===== config.mk =====
export PLATFORM = sky130hd
export DESIGN_NAME = servo_pulse_gen
export DESIGN_NICKNAME = d
export VERILOG_FILES = /design/src/rtl/servo_pkg.sv /design/src/rtl/servo_slew_limit.sv /design/src/rtl/servo_pulse_gen.sv
export SDC_FILE = /design/constraint.sdc
export NUM_CORES = 1
export LEC_CHECK = 0
export CELL_PAD_IN_SITES_DETAIL_PLACEMENT = 1
export CELL_PAD_IN_SITES_GLOBAL_PLACEMENT = 1
export CORE_UTILIZATION = 42
export CTS_CLUSTER_DIAMETER = 50
export DETAILED_ROUTE_END_ITERATION = 8
export GPL_TIMING_DRIVEN = 0
export PLACE_DENSITY = 0.87
export SYNTH_ARGS = -nofsm -noshare
export SYNTH_HDL_FRONTEND = slang
export SYNTH_SLANG_ARGS = --single-unit

===== constraint.sdc =====
create_clock -name clk_50 -period 3.4 [get_ports clk_50]
set_input_delay 0.68 -clock clk_50 [delete_from_list [all_inputs] [get_ports clk_50]]
set_output_delay 0.68 -clock clk_50 [all_outputs]
set_load 0.05 [all_outputs]

===== src/rtl/servo_pkg.sv =====
// Shared constants, state encoding and the pulse-width helper for the servo PWM generator.
package servo_pkg;

  localparam int unsigned CNT_W = 20;
  localparam int unsigned POS_W = 8;

  localparam int unsigned FRAME_CYC_DEF = 1000000;
  localparam int unsigned MIN_CYC_DEF   = 50000;
  localparam int unsigned STEP_CYC_DEF  = 196;

  localparam logic [POS_W-1:0] POS_HALT      = 8'h50;
  localparam logic [POS_W-1:0] SLEW_STEP_DEF = 8'd4;

  typedef enum logic [1:0] {
    S_IDLE = 2'd0,
    S_HIGH = 2'd1,
    S_LOW  = 2'd2
  } state_t;

  // Pulse width in clock cycles for a given position, in counter-width arithmetic.
  function automatic logic [CNT_W-1:0] calc_width(input logic [POS_W-1:0] pos,
                                                   input int unsigned      min_cyc,
                                                   input int unsigned      step_cyc);
    return CNT_W'(min_cyc) + CNT_W'(pos) * CNT_W'(step_cyc);
  endfunction

endpackage


===== src/rtl/servo_slew_limit.sv =====
// Next-position function: moves cur toward target by at most step, landing exactly on target.
module servo_slew_limit
  import servo_pkg::*;
(
  input  logic [POS_W-1:0] i_cur,
  input  logic [POS_W-1:0] i_target,
  input  logic [POS_W-1:0] i_step,
  output logic [POS_W-1:0] o_next_c
);

  logic [POS_W-1:0] w_up_diff;
  logic [POS_W-1:0] w_dn_diff;

  assign w_up_diff = i_target - i_cur;
  assign w_dn_diff = i_cur - i_target;

  // Stepping only ever lands between cur and target, so 8'h00/8'hFF never wrap.
  always_comb begin
    o_next_c = i_target;
    if (i_target > i_cur) begin
      if (w_up_diff > i_step) o_next_c = i_cur + i_step;
    end else begin
      if (w_dn_diff > i_step) o_next_c = i_cur - i_step;
    end
  end

endmodule


===== src/rtl/servo_pulse_gen.sv =====
// RC servo PWM generator: one pulse per frame, width linear in position, updates only at frame loads.
// Optional build macro SERVO_SLEW_EN limits the per-frame position change to SLEW_STEP.
module servo_pulse_gen
  import servo_pkg::*;
#(
  parameter int unsigned      FRAME_CYC = FRAME_CYC_DEF,
  parameter int unsigned      MIN_CYC   = MIN_CYC_DEF,
  parameter int unsigned      STEP_CYC  = STEP_CYC_DEF,
  parameter logic [POS_W-1:0] RESET_POS = POS_HALT,
  parameter logic [POS_W-1:0] SLEW_STEP = SLEW_STEP_DEF
) (
  input  logic             clk_50,
  input  logic             reset,
  input  logic             enable,
  input  logic [POS_W-1:0] pos_in,
  input  logic             pos_valid,
  output logic             pwm,
  output logic             frame_start,
  output logic [POS_W-1:0] cur_pos,
  output logic             pulse_active
);

  if (MIN_CYC + 255 * STEP_CYC >= FRAME_CYC) begin : g_bad_width
    $error("servo_pulse_gen: widest pulse does not fit inside the frame");
  end
  if (FRAME_CYC > (1 << CNT_W) || MIN_CYC == 0) begin : g_bad_frame
    $error("servo_pulse_gen: frame must fit the counter and pulses must be non-empty");
  end
  // A zero step would pin the position forever once slewing is built in; reject it in every build.
  if (SLEW_STEP == '0) begin : g_bad_slew
    $error("servo_pulse_gen: SLEW_STEP must be non-zero");
  end

  state_t           r_state;
  logic [CNT_W-1:0] r_cnt;
  logic [CNT_W-1:0] r_width;
  logic [POS_W-1:0] r_pending;
  logic [POS_W-1:0] r_cur_pos;
  logic             r_pwm;
  logic             r_frame_start;

  logic [POS_W-1:0] w_next_pos;
  logic [CNT_W-1:0] w_next_width;
  logic             w_pulse_end;
  logic             w_frame_end;
  logic             w_load;

`ifdef SERVO_SLEW_EN
  servo_slew_limit u_slew (
    .i_cur    (r_cur_pos),
    .i_target (r_pending),
    .i_step   (SLEW_STEP),
    .o_next_c (w_next_pos)
  );
`else
  assign w_next_pos = r_pending;
`endif

  assign w_next_width = calc_width(w_next_pos, MIN_CYC, STEP_CYC);
  assign w_pulse_end  = (r_cnt == r_width - CNT_W'(1));
  assign w_frame_end  = (r_cnt == CNT_W'(FRAME_CYC - 1));
  // Frames start from idle or chain directly off the last low cycle, with no gap.
  assign w_load       = enable && ((r_state == S_IDLE) || ((r_state == S_LOW) && w_frame_end));

  always_ff @(posedge clk_50 or negedge reset) begin
    if (!reset) begin
      r_state       <= S_IDLE;
      r_cnt         <= '0;
      r_width       <= '0;
      r_pending     <= RESET_POS;
      r_cur_pos     <= RESET_POS;
      r_pwm         <= 1'b0;
      r_frame_start <= 1'b0;
    end else begin
      r_frame_start <= 1'b0;
      if (pos_valid) r_pending <= pos_in;
      if (w_load) begin
        r_state       <= S_HIGH;
        r_cnt         <= '0;
        r_cur_pos     <= w_next_pos;
        r_width       <= w_next_width;
        r_pwm         <= 1'b1;
        r_frame_start <= 1'b1;
      end else begin
        unique case (r_state)
          S_IDLE: begin
            r_cnt <= '0;
            r_pwm <= 1'b0;
          end
          S_HIGH: begin
            r_cnt <= r_cnt + CNT_W'(1);
            if (w_pulse_end) begin
              r_pwm   <= 1'b0;
              r_state <= S_LOW;
            end
          end
          S_LOW: begin
            if (w_frame_end) begin
              r_state <= S_IDLE;
              r_cnt   <= '0;
            end else begin
              r_cnt <= r_cnt + CNT_W'(1);
            end
          end
          default: begin
            r_state <= S_IDLE;
            r_cnt   <= '0;
            r_pwm   <= 1'b0;
          end
        endcase
      end
    end
  end

  assign pwm          = r_pwm;
  assign pulse_active = r_pwm;
  assign frame_start  = r_frame_start;
  assign cur_pos      = r_cur_pos;

endmodule


# Yosys cells after proc, flatten, opt, wreduce, memory -nomap -nowiden
# Cells that the tools add are included.
# totals
memories,0
latchBits,0
rom_bits,0
inputBits,12
ram_bits,0
out_inout_bits,11
reg_bits,60
word_cells,36
# op_classes
n_shift,0
div_mod_pow,0
eq_ne,8
muxes,11
addsub,3
reduce_logical,6
bitwise,0
order_cmp,0
mul,1
# op_table
operator,count
20-bit 2-to-1 mux,2
20-bit one-hot mux with 2 select lines,1
20-bit by 1-bit adder with 20-bit output (second input constant),1
20-bit == test,1
20-bit == test (second input constant),1
20-bit by 1-bit subtractor with 20-bit output (second input constant),1
16-bit by 16-bit adder with 17-bit output (first input constant),1
8-bit by 6-bit multiplier with 14-bit output (second input constant),1
2-bit 2-to-1 mux,3
3-bit inequality test (second input constant),2
2-bit one-hot mux with 3 select lines,1
2-bit inequality test (second input constant),2
1-bit 2-to-1 mux,3
3-bit AND reduction,1
2-bit by 1-bit == test with 1-bit output (second input constant),1
2-bit == test (second input constant),1
1-bit logical AND,2
2-bit logical NOT,1
1-bit one-hot mux with 2 select lines,1
2-bit AND reduction,1
1-bit logical OR,1

# Longest topological paths before layout
# Gate-level depths: netlist of run 1.
# depth
word_depth,6
ltp_mapped,12
ltp_nobuf,12

# Least setup slack after synthesis of run 1
# OpenSTA, ideal clock, no wires.
# synth_timing
path_type,flip-flop to flip-flop
start,register r_pending[2]
end,register r_width[14]
required_ps,3275
slack_ps,-103
setup_time_ps,125
synth_period_minus_slack_ps,3503
n_path_buf,0
t_arrival_ps,3378
path_stages_with_launch,13
cell_sequence,dfrtp_1 > ha_1 > fa_1 > ha_1 > ha_1 > inv_1 > fa_1 > nor2b_1 > a21oi_1 > nor3b_1 > nand4_1 > xor2_1 > mux2_2
# synth_via
elab_chain_cells,2
# synth_lines
element,line_no,rtl
start: declaration,servo_pulse_gen.sv:37,logic [POS_W-1:0] r_pending;
start signal: assignment,servo_pulse_gen.sv:76,if (pos_valid) r_pending <= pos_in;
8-bit by 6-bit multiplier with 14-bit output,servo_pkg.sv:24,return CNT_W'(min_cyc) + CNT_W'(pos) * CNT_W'(step_cyc);
16-bit by 16-bit adder with 17-bit output,servo_pkg.sv:24,
end signal: assignment,servo_pulse_gen.sv:81,r_width <= w_next_width;
end: declaration,servo_pulse_gen.sv:36,logic [CNT_W-1:0] r_width;
# No other way between the ends.
# A chain may end at the register's enable or synchronous reset.

# Worst setup path in the final report of run 1
# Same ends and word-level chain as after synthesis.

==> flow_metrics.env, run 1 <==
export IMPL_p_leak_nw=1.876
export IMPL_post_dp_hpwl_mm=7.024
export IMPL_grtUsageMet3_pct=3.987
export IMPL_netlist_area_mm2=0.003681
export IMPL_num_vias=3214
export IMPL_clkTransAtPathRegs_ns=0.11
export IMPL_gr_usage_all_layers_pct=25.85
export IMPL_drive_above_1_share_pct=19.63
export IMPL_fmax_ghz=0.2828
export IMPL_ys_seq_area_share_pct=36.17
export IMPL_clockBufferDepth=2
export IMPL_fp_dieArea_mm2=0.009143
export IMPL_num_antenna_cells=0
export IMPL_grt_start_max_net_pins=41
export IMPL_timing_max_cap_violations=0
export IMPL_netlist_top_cell_by_area="dfrtp_1"
export IMPL_syn_nets=430
export IMPL_crit_type="reg2reg"
export IMPL_status="finished, violations left"
export IMPL_ys_async_sr_fraction_pct=100.0
export IMPL_finalMaxSlewViolations=0
export IMPL_setup_tns_ns=-0.2961
export IMPL_htree_levels=2
export IMPL_rr_worst_depth=12
export IMPL_place_port_buffers=21
export IMPL_worstHoldPathType="in2async"
export IMPL_synth_avg_cell_area_um2=9.636
export IMPL_finalHoldViolCount=0
export IMPL_synth_cell_types=53
export IMPL_timing_final_crit_share_pct=104.0
export IMPL_slowest_stage="dfrtp_2"
export IMPL_p_per_area_mw_per_mm2=843.6
export IMPL_first_iter_violations=214
export IMPL_first_pass_iters=4
export IMPL_power_mw=3.757
export IMPL_violations="negative setup slack"
export IMPL_wirelength_mm=11.51
export IMPL_gp_routability_congestion=0.8381
export IMPL_antenna_found_initial=0
export IMPL_worstPathArrival_ns=3.75
export IMPL_drt_antenna_violating_nets=0
export IMPL_insertion_delay_ns=0.32
export IMPL_synth_flop_cell="dfrtp_1"
export IMPL_critPathMaxStageDelay_ns=0.47
export IMPL_cpMostUsedCell="ha_4"
export IMPL_initial_core_util_pct=44.13
export IMPL_dieWidth_um=95.62
export IMPL_setup_viol=4
export IMPL_synth_commonest_cells="dfrtp_1 (49), nor2_1 (46), ha_1 (33)"
export IMPL_required_ns=3.61
export IMPL_period_needed_ns=3.536
export IMPL_cts_tree="done"
export IMPL_die_y_um=95.62
export IMPL_synth_top_area_share_pct=33.31
export IMPL_worst_pin_slew_ns=0.7331
export IMPL_drc_errors=0
export IMPL_via_per_inst=6.030
export IMPL_skew_ns=0.01123
export IMPL_wire_per_inst_um=21.60
export IMPL_path_cells="ha_4 -> fa_2 -> ha_4 -> ha_4 -> inv_2 -> fa_2 -> xor2_4 -> a21oi_2 -> nor3b_4 -> nand4_1 -> xor2_1 -> mux2_2"
export IMPL_holdWs_ns=0.2592
export IMPL_synth_edff_count=0
export IMPL_grt_pass1_vias=3576
export IMPL_post_route_util_pct=53.39
export IMPL_rsz0062_at_grt="true"
export IMPL_synth_warnings=0
export IMPL_ir_worst_vdd_mv=0.5914
export IMPL_busiest_layer="met2"
export IMPL_grt_pass1_wl_mm=17.84
export IMPL_path_max_fanout=3
export IMPL_yosysMostFrequentCell="dfrtp_1"
export IMPL_fin_area_mm2=0.004453
export IMPL_core_region_area_mm2=0.008341
export IMPL_grt_ovfl_total=0
export IMPL_critical_path_startpoint_type="flop"
export IMPL_clock_sinks=53
export IMPL_synth_cells=382
export IMPL_ys_ff_latch=53
export IMPL_worst_setup_path_end_kind="flop"
export IMPL_slew_headroom_pct=50.97
export IMPL_grtUsageMet1_pct=31.03
export IMPL_dpl_cell_area_mm2=0.004050
export IMPL_met2_usage_pct=46.43
export IMPL_setup_slack_ns=-0.1360
export IMPL_syn2layout_area_growth_pct=20.97
export IMPL_synth_area_leaders="dfrtp_1 (33%), ha_1 (11%), mux2_2 (5.8%), xnor2_1 (5.7%), xor2_1 (5.2%)"
export IMPL_final_nets=475
export IMPL_numCtsBuffers=5
export IMPL_clockRootBuffer="clkbuf_8"
export IMPL_io_pins=23
export IMPL_rows=33
[path summary, 6_finish.rpt]
check	start	endpoint	slack (ns)
max	r_pending[2]$_DFFE_PN0P_	r_width[14]$_DFFE_PN0P_	-0.14
min	reset	cur_pos[7]$_DFFE_PN0P_	0.26
max reg2reg	r_pending[2]$_DFFE_PN0P_	r_width[14]$_DFFE_PN0P_	-0.14
min reg2reg	r_cnt[0]$_DFF_PN0_	r_cnt[0]$_DFF_PN0_	0.53
max in group asynchronous	reset	cur_pos[4]$_DFFE_PN1P_	2.52
min in group clk_50	r_cnt[0]$_DFF_PN0_	r_cnt[0]$_DFF_PN0_	0.53
[worst max-delay path: cells and delay by family, from the launching register on]
| family | cells | cell delay, ns |
|---|---|---|
| compound gates | 1 | 0.17 |
| xor+xnor | 2 | 0.40 |
| fa+ha+maj | 5 | 1.63 |
| buf+inv | 1 | 0.04 |
| flops | 1 | 0.47 |
| mux | 1 | 0.26 |
| simple gates | 2 | 0.45 |
[power by group]
group	internal [mW]	switching (mW)	leakage (nW)
Clock	0.219	0.229	0.0552
Sequential	0.807	0.205	0.660
Combinational	0.985	1.31	1.16
[metrics by stage]
step	std cells	setup slack, ns
after floorplan	382	0.002728
after global placement	508	-0.2420
after detailed placement	509	-0.3682
after CTS	527	-0.01278
after global routing	533	-0.2026
final	533	-0.1360
[layout by cell type, fill, tap and decap left out, types with 5 or more instances in the layout]
master            n
xnor2_1          24
nor2_1           46
nand3_1          10
a211o_1           7
o21ai_0          13
xor2_1           21
ha_1             27
clkbuf_1          9
nor3_1            8
a21oi_1          11
inv_1            20
nor4_1            5
mux2_2           19
nand2_1          20
dfrtp_1          46
clkbuf_8          5
nand4_1           7
buf_4            18
clkdlybuf4s50_1  20
[cells by family (layout without fill, tap and decap cells)]
kind of cell | count (synthesis) | in the layout | share of synthesized area [%]
buffers and inverters | 35 | 81 | 4.147
xor gates and xnor gates | 46 | 46 | 10.94
AOI/OAI and AO/OA | 61 | 61 | 11.08
DFF | 53 | 53 | 36.17
and+or+nand+nor | 128 | 128 | 17.91
muxes | 23 | 23 | 6.900
adders and majority gates | 36 | 36 | 12.85
[sequential cells by signal (all words and copies together), names as in the netlist]
register,cells
cur_pos,8
r_pending,8
r_state,2
pulse_active,1
frame_start,1
r_cnt,20
r_width,13
[per-layer routing]
layer	wire (um)	vias to the layer above
met1	4787	1643
met5	0	-
met3	463	30
met2	5980	105
met4	283	0
li1	-	1436
[layout make-up]
cell class / count / area [um^2]
clock buffer: 6 / 72.57
buffer: 14 / 73.82
multi-input combinational: 294 / 2377
timing repair buffer: 38 / 349.1
tap: 105 / 131.4
sequential: 53 / 1335
inverter: 21 / 78.83
fill: 926 / 3887
clock inverter: 2 / 35.03
[what timing repair did]
| item | in CTS | in global routing |
|---|---|---|
| pin swaps | 7 | 12 |
| resized for setup | 22 | 14 |
| setup endpoints to repair | 14 | 14 |
| setup buffers | 10 | 6 |
| hold buffers | 0 | 0 |
(Power assumes the default switching activity.)
==> inputs of run 2 (changes only) <==
Settings changed: ABC_AREA from default to 0.
==> results of run 2 <==
No change in the layout: final DEF, timing and power equal those of run 1.
